$ cat src/rtl/botones_pkg.sv
// Shared encodings for the pet's button front-end: per-button state and button indices.
package botones_pkg;

  typedef enum logic [1:0] {
    SUELTO     = 2'd0,
    PRESIONADO = 2'd1,
    SOSTENIDO  = 2'd2
  } estado_t;

  localparam int unsigned N_BTN = 5;
  localparam int unsigned N_ACC = 3;

  // Action buttons come first; a lower index wins a same-cycle collision.
  localparam int unsigned IDX_COMER     = 0;
  localparam int unsigned IDX_JUGAR     = 1;
  localparam int unsigned IDX_DESCANSAR = 2;
  localparam int unsigned IDX_TEST      = 3;
  localparam int unsigned IDX_ACELERAR  = 4;

endpackage

$ cat src/rtl/botones_entrada_antirrebote.sv
// One button lane: polarity normalise, 2-flop synchroniser, debounce counter,
// arming after release, and registered rise/fall strobes of the debounced level.
module antirrebote
  import botones_pkg::*;
#(
  parameter int unsigned DEBOUNCE_CYCLES = 500000,
  parameter bit          BTN_ACTIVE_LOW  = 1'b1
) (
  input  logic clk,
  input  logic rst,
  input  logic btn_raw,
  output logic sube,
  output logic baja
);

  localparam int unsigned    CNT_W   = $clog2(DEBOUNCE_CYCLES + 1);
  localparam logic [CNT_W-1:0] CNT_FIN = CNT_W'(DEBOUNCE_CYCLES - 1);

  logic             pulsado_c;
  logic             sync1_q, sync2_q;
  logic             deb_q, deb_d;
  logic             armado_q, armado_d;
  logic             sube_q, sube_d;
  logic             baja_q, baja_d;
  logic [CNT_W-1:0] cnt_q, cnt_d;

  assign pulsado_c = btn_raw ^ BTN_ACTIVE_LOW;

  // Debounce and arming; strobes only leave an armed lane.
  always_comb begin
    deb_d    = deb_q;
    cnt_d    = '0;
    sube_d   = 1'b0;
    baja_d   = 1'b0;
    armado_d = armado_q | (~deb_q & ~sync2_q);
    if (sync2_q != deb_q) begin
      if (cnt_q == CNT_FIN) begin
        deb_d  = sync2_q;
        sube_d = armado_q & sync2_q;
        baja_d = armado_q & ~sync2_q;
      end else begin
        cnt_d = cnt_q + CNT_W'(1);
      end
    end
  end

  // Synchroniser resets to "pressed" so a button held through reset cannot arm.
  always_ff @(posedge clk) begin
    if (!rst) begin
      sync1_q  <= 1'b1;
      sync2_q  <= 1'b1;
      deb_q    <= 1'b0;
      cnt_q    <= '0;
      armado_q <= 1'b0;
      sube_q   <= 1'b0;
      baja_q   <= 1'b0;
    end else begin
      sync1_q  <= pulsado_c;
      sync2_q  <= sync1_q;
      deb_q    <= deb_d;
      cnt_q    <= cnt_d;
      armado_q <= armado_d;
      sube_q   <= sube_d;
      baja_q   <= baja_d;
    end
  end

  assign sube = sube_q;
  assign baja = baja_q;

endmodule

$ cat src/rtl/botones_entrada.sv
// Button conditioner for the pet FSM: action pulses with priority, long-press test toggle,
// acelerar toggle. Optional auto-repeat of action pulses under BOTONES_REPEAT_EN.
module botones_entrada
  import botones_pkg::*;
#(
  parameter int unsigned DEBOUNCE_CYCLES   = 500000,
  parameter int unsigned LONG_PRESS_CYCLES = 250000000,
  parameter int unsigned REPEAT_CYCLES     = 50000000,
  parameter bit          BTN_ACTIVE_LOW    = 1'b1
) (
  input  logic clk,
  input  logic rst,
  input  logic btn_comer,
  input  logic btn_jugar,
  input  logic btn_descansar,
  input  logic btn_test,
  input  logic btn_acelerar,
  output logic comer,
  output logic jugar,
  output logic descansar,
  output logic test,
  output logic acelerar
);

  localparam int unsigned     HOLD_W   = $clog2(LONG_PRESS_CYCLES + 1);
  localparam logic [HOLD_W-1:0] HOLD_FIN = HOLD_W'(LONG_PRESS_CYCLES);

  logic [N_BTN-1:0]  raw_c;
  logic [N_BTN-1:0]  sube;
  logic [N_BTN-1:0]  baja;
  logic [N_ACC-1:0]  pide_c;
  estado_t           est_q [N_BTN];
  estado_t           est_d [N_BTN];
  logic [HOLD_W-1:0] hold_q, hold_d;
  logic              test_q, test_d;
  logic              acel_q, acel_d;
  logic [N_ACC-1:0]  acc_q, acc_d;

`ifdef BOTONES_REPEAT_EN
  localparam int unsigned    REP_W   = $clog2(REPEAT_CYCLES + 1);
  localparam logic [REP_W-1:0] REP_FIN = REP_W'(REPEAT_CYCLES - 1);
  logic [REP_W-1:0] rep_q [N_ACC];
  logic [REP_W-1:0] rep_d [N_ACC];
`endif

  assign raw_c = {btn_acelerar, btn_test, btn_descansar, btn_jugar, btn_comer};

  for (genvar g = 0; g < N_BTN; g++) begin : g_btn
    antirrebote #(
      .DEBOUNCE_CYCLES(DEBOUNCE_CYCLES),
      .BTN_ACTIVE_LOW (BTN_ACTIVE_LOW)
    ) u_antirrebote (
      .clk    (clk),
      .rst    (rst),
      .btn_raw(raw_c[g]),
      .sube   (sube[g]),
      .baja   (baja[g])
    );
  end

  always_comb begin
    for (int i = 0; i < N_BTN; i++) begin
      est_d[i] = est_q[i];
      if (est_q[i] == SUELTO) begin
        if (sube[i]) est_d[i] = PRESIONADO;
      end else if (baja[i]) begin
        est_d[i] = SUELTO;
      end
    end

    pide_c = sube[N_ACC-1:0];
`ifdef BOTONES_REPEAT_EN
    // Repeat timer restarts on every emitted pulse; a release in flight suppresses it.
    for (int i = 0; i < N_ACC; i++) begin
      rep_d[i] = '0;
      if (est_q[i] == PRESIONADO && !baja[i]) begin
        if (rep_q[i] == REP_FIN) begin
          pide_c[i] = 1'b1;
        end else begin
          rep_d[i] = rep_q[i] + REP_W'(1);
        end
      end
    end
`endif
    // Keep only the lowest-index request.
    acc_d = pide_c & (~pide_c + N_ACC'(1));

    hold_d = hold_q;
    test_d = test_q;
    case (est_q[IDX_TEST])
      PRESIONADO: begin
        if (!baja[IDX_TEST]) begin
          hold_d = (hold_q == HOLD_FIN) ? hold_q : hold_q + HOLD_W'(1);
          if (hold_d == HOLD_FIN) begin
            test_d              = ~test_q;
            est_d[IDX_TEST]     = SOSTENIDO;
          end
        end
      end
      SOSTENIDO: hold_d = hold_q;
      default:   hold_d = '0;
    endcase

    acel_d = acel_q ^ sube[IDX_ACELERAR];
  end

  always_ff @(posedge clk) begin
    if (!rst) begin
      for (int i = 0; i < N_BTN; i++) est_q[i] <= SUELTO;
      hold_q <= '0;
      test_q <= 1'b0;
      acel_q <= 1'b0;
      acc_q  <= '0;
`ifdef BOTONES_REPEAT_EN
      for (int i = 0; i < N_ACC; i++) rep_q[i] <= '0;
`endif
    end else begin
      est_q  <= est_d;
      hold_q <= hold_d;
      test_q <= test_d;
      acel_q <= acel_d;
      acc_q  <= acc_d;
`ifdef BOTONES_REPEAT_EN
      rep_q  <= rep_d;
`endif
    end
  end

  assign comer     = acc_q[IDX_COMER];
  assign jugar     = acc_q[IDX_JUGAR];
  assign descansar = acc_q[IDX_DESCANSAR];
  assign test      = test_q;
  assign acelerar  = acel_q;

endmodule
$ cat config.mk
export PLATFORM = sky130hd
export DESIGN_NAME = botones_entrada
export DESIGN_NICKNAME = d
export VERILOG_FILES = /design/src/rtl/botones_pkg.sv /design/src/rtl/botones_entrada_antirrebote.sv /design/src/rtl/botones_entrada.sv
export SDC_FILE = /design/constraint.sdc
export NUM_CORES = 1
export LEC_CHECK = 0
export BUFFER_PORTS_ARGS = -buffer_cell sky130_fd_sc_hd__buf_2
export CAP_MARGIN = 20
export CELL_PAD_IN_SITES_DETAIL_PLACEMENT = 0
export CELL_PAD_IN_SITES_GLOBAL_PLACEMENT = 2
export CORE_UTILIZATION = 39
export DETAILED_ROUTE_END_ITERATION = 7
export PLACE_DENSITY_LB_ADDON = 0.1
export SETUP_SLACK_MARGIN = 0.4
export SLEW_MARGIN = 10
export SYNTH_ARGS = -nofsm -noshare
export SYNTH_HDL_FRONTEND = slang
export SYNTH_SLANG_ARGS = --single-unit
$ cat constraint.sdc
create_clock -name clk -period 3.4 [get_ports clk]
set_input_delay 0.68 -clock clk [delete_from_list [all_inputs] [get_ports clk]]
set_output_delay 0.68 -clock clk [all_outputs]
set_load 0.01 [all_outputs]
==> results.sh <==
export IMPL_status="completed"
export IMPL_synth_fp_nets=895
export IMPL_htreeDepth=4
export IMPL_wl_met2_um=6930
export IMPL_totalWireLength_um=15000
export IMPL_fin_crit_sh_pct=81.9
export IMPL_port_buffers=11
export IMPL_post_route_cell_area_um2=8190
export IMPL_grt_max_degree=40
export IMPL_placed_area_um2=7570
export IMPL_holdWs_ns=0.409
export IMPL_maxSlewViolCount=0
export IMPL_power_density_nw_per_um2=477
export IMPL_worstMarginPinSlew_ns=0.895
export IMPL_post_cts_resized=0
export IMPL_pin_count=12
export IMPL_globalRouteOverflowTotal=0
export IMPL_fill_cells=1800
export IMPL_avgSynthCellArea_um2=8.38
export IMPL_setup_worst_path_end_class="flip-flop"
export IMPL_cp_cell_sequence="inv_1, ha_1, and4b_1, nand4_1, or4_1, mux2i_1, or3_1, nor4b_2, o21a_1"
export IMPL_r2r_end="est_q[3]"
export IMPL_drive_above_1_share_pct=8.42
export IMPL_cp_slowest_cell="or4_1"
export IMPL_p_total_mw=3.90
export IMPL_final_common_cell="nor2_1"
export IMPL_routabilityCongestion=0.838
export IMPL_vias=5762
export IMPL_via_per_inst=5.14
export IMPL_ir_worst_vdd_v=0.000327
export IMPL_antenna_found_initial=0
export IMPL_netlist_instances=876
export IMPL_cts_root_buffer="clkbuf_16"
export IMPL_async_flop_share_pct=0
export IMPL_grt_pass1_vias=5498
export IMPL_top_layer="met4"
export IMPL_synth_edf_count=0
export IMPL_worstPathArrival_ns=3.15
export IMPL_slew_headroom_pct=40.3
export IMPL_ys_warn_count=0
export IMPL_power_leakage_nw=2.94
export IMPL_clkTransAtPathRegs_ns=0.07
export IMPL_area_delta_synth_final_pct=11.6
export IMPL_grt_use_total_pct=16.4
export IMPL_route_met3_wl_um=304
export IMPL_start_util_pct=40.3
export IMPL_r2r_start="hold_q[0]"
export IMPL_layout_common_cells="nor2_1 (174), dfxtp_1 (155), nand2_1 (72)"
export IMPL_diodes=0
export IMPL_fin_crit_ns=2.79
export IMPL_nNetsFinal=897
export IMPL_endpoint="est_q[3]"
export IMPL_setup_viol=0
export IMPL_fin_skew_ns=0.00829
export IMPL_setup_tns_ns=0
export IMPL_cts_tree="yes"
export IMPL_place_hpwl_um=10300
export IMPL_drt_pre_antenna_iters=5
export IMPL_cp_startpoint="hold_q[0]"
export IMPL_fp_row_count=49
export IMPL_fin_cells=1120
export IMPL_core_area_um2=18200
export IMPL_final_setup_worst_slack_ns=0.614
export IMPL_worstPathMaxFanout=7
export IMPL_placed_cells=1088
export IMPL_synth_flop_cell="dfxtp_1"
export IMPL_grt_pass1_wl_um=25800
export IMPL_clockBufferDepth=2
export IMPL_yosysUniqueCellTypes=62
export IMPL_cp_slowest_stage_delay_ns=0.61
export IMPL_dieArea_um2=19400
export IMPL_path_class="flip-flop to flip-flop"
export IMPL_ant_nets=0
export IMPL_hold_buffers=0
export IMPL_met1_length_um=7560
export IMPL_fmax_mhz=359
export IMPL_ys_seq_elements=156
export IMPL_drc=0
export IMPL_hold_class="flip-flop to flip-flop"
export IMPL_hold_violations=0
export IMPL_maxCapViolations=0
export IMPL_cts_setup_buffers=0
export IMPL_r2r_slack_ns=0.61
export IMPL_yosysSeqAreaShare_pct=42.6
export IMPL_numCtsBuffers=17
export IMPL_synth_area_um2=7340
export IMPL_clock_sinks=156
export IMPL_wl_per_cell_um=13.4
export IMPL_rsz0062_at_grt="false"
export IMPL_clk_latency_ns=0.42
export IMPL_drtIter0Drc=299
export IMPL_die_x_um=139
export IMPL_start_kind="flip-flop"
export IMPL_fin_util_pct=45.0
export IMPL_dp_slack_ns=0.579
export IMPL_die_y_um=139
export IMPL_reg2reg_depth=9
export IMPL_cp_required_ns=3.77
[how the worst min path moves through the flow]
stage | cells after the start | slack, ns | from | end
finish | 1 | 0.41 | g_btn[1].u_antirrebote.sync1_q | g_btn[1].u_antirrebote.sync2_q
global route | 2 | 0.40 | btn_jugar | g_btn[1].u_antirrebote.sync1_q
CTS | 2 | 0.39 | btn_jugar | g_btn[1].u_antirrebote.sync1_q
detailed placement | 1 | 0.40 | g_btn[0].u_antirrebote.sync1_q | g_btn[0].u_antirrebote.sync2_q
global placement | 1 | 0.39 | g_btn[1].u_antirrebote.sync1_q | g_btn[1].u_antirrebote.sync2_q
floorplan | 1 | 0.39 | g_btn[0].u_antirrebote.sync1_q | g_btn[0].u_antirrebote.sync2_q
[layout make-up]
class | instances | area (um2) | area share, %
Sequential cell | 156 | 3120 | 38.2
Clock inverter | 14 | 173 | 2.11
Tap cell | 229 | 287 | 3.50
Clock buffer | 18 | 439 | 5.36
Timing Repair Buffer | 16 | 92.6 | 1.13
Inverter | 36 | 135 | 1.65
Multi-Input combinational cell | 651 | 3940 | 48.1
[per-layer routing]
layer / vias up / global-route usage (%)
met2: 35 / 26.9
met1: 2702 / 21.2
met3: 15 / 3.69
li1: 3010 / -
met4: 0 / 5.32
met5: - / 0
[cell usage after synthesis (2+ instances only)]
cell type	count	area [um2]
a21oi_1	24	120
a31oi_1	5	31.3
nor3_1	15	75.1
buf_4	2	15.0
or2_2	3	18.8
mux2i_1	9	90.1
dfxtp_1	156	3120
xor2_1	50	438
nand4_1	28	175
and2_1	7	43.8
nor4_1	8	50.1
nand4b_1	2	17.5
nand2b_1	9	56.3
o211a_1	2	20.0
nor4_2	3	37.5
nand4_4	2	42.5
or3_1	5	31.3
a211oi_1	2	15.0
o21ai_0	26	130
o211ai_1	2	15.0
and3_1	23	144
nor2b_1	5	31.3
o21a_1	3	22.5
nor2_1	174	653
ha_1	12	150
a31o_2	2	17.5
or4_4	2	22.5
and4_1	6	52.6
nor4_4	2	42.5
xnor2_1	43	377
nor4b_1	8	70.1
nor3b_1	4	30.0
clkbuf_1	22	82.6
nand2_1	72	270
nand3b_1	3	22.5
inv_1	36	135
nand3_1	51	255
or4_1	3	22.5
a22oi_1	6	45.0
a311oi_1	9	78.8
nand3_2	2	20.0
buf_2	8	40.0
[worst max-delay path, delay by kind of cell, from the launching register on]
| kind | cells | cell delay (ns) |
|---|---|---|
| simple gates | 5 | 1.73 |
| fa+ha+maj | 1 | 0.15 |
| mux | 1 | 0.16 |
| buf+inv | 1 | 0.14 |
| flops | 1 | 0.38 |
| compound gates | 1 | 0.17 |
[power breakdown]
group          total [mW]  internal, mW  switching [mW]
logic              0.0812        0.0255          0.0557
registers            1.87          1.85          0.0176
clock network        1.95          1.13           0.823
[flip-flops by register name, summed over array words and instances (netlist names)]
signal and flops:
acelerar 1, g_btn.u_antirrebote.sube 5, g_btn.u_antirrebote.sync2_q 5, g_btn.u_antirrebote.armado_q 5
est_q 2, g_btn.u_antirrebote.baja 1, g_btn.u_antirrebote.cnt_q 95, test 1
acc_q 3, g_btn.u_antirrebote.deb_q 5, g_btn.u_antirrebote.sync1_q 5, hold_q 28
[logic make-up after synthesis]
logic type / share of synthesized area (%)
compound gates: 7.64
xor+xnor: 11.5
fa+ha+maj: 2.05
buf+inv: 3.87
flops: 42.6
mux: 1.23
simple gates: 31.2
Note: power is estimated with default switching activity, not from simulation.
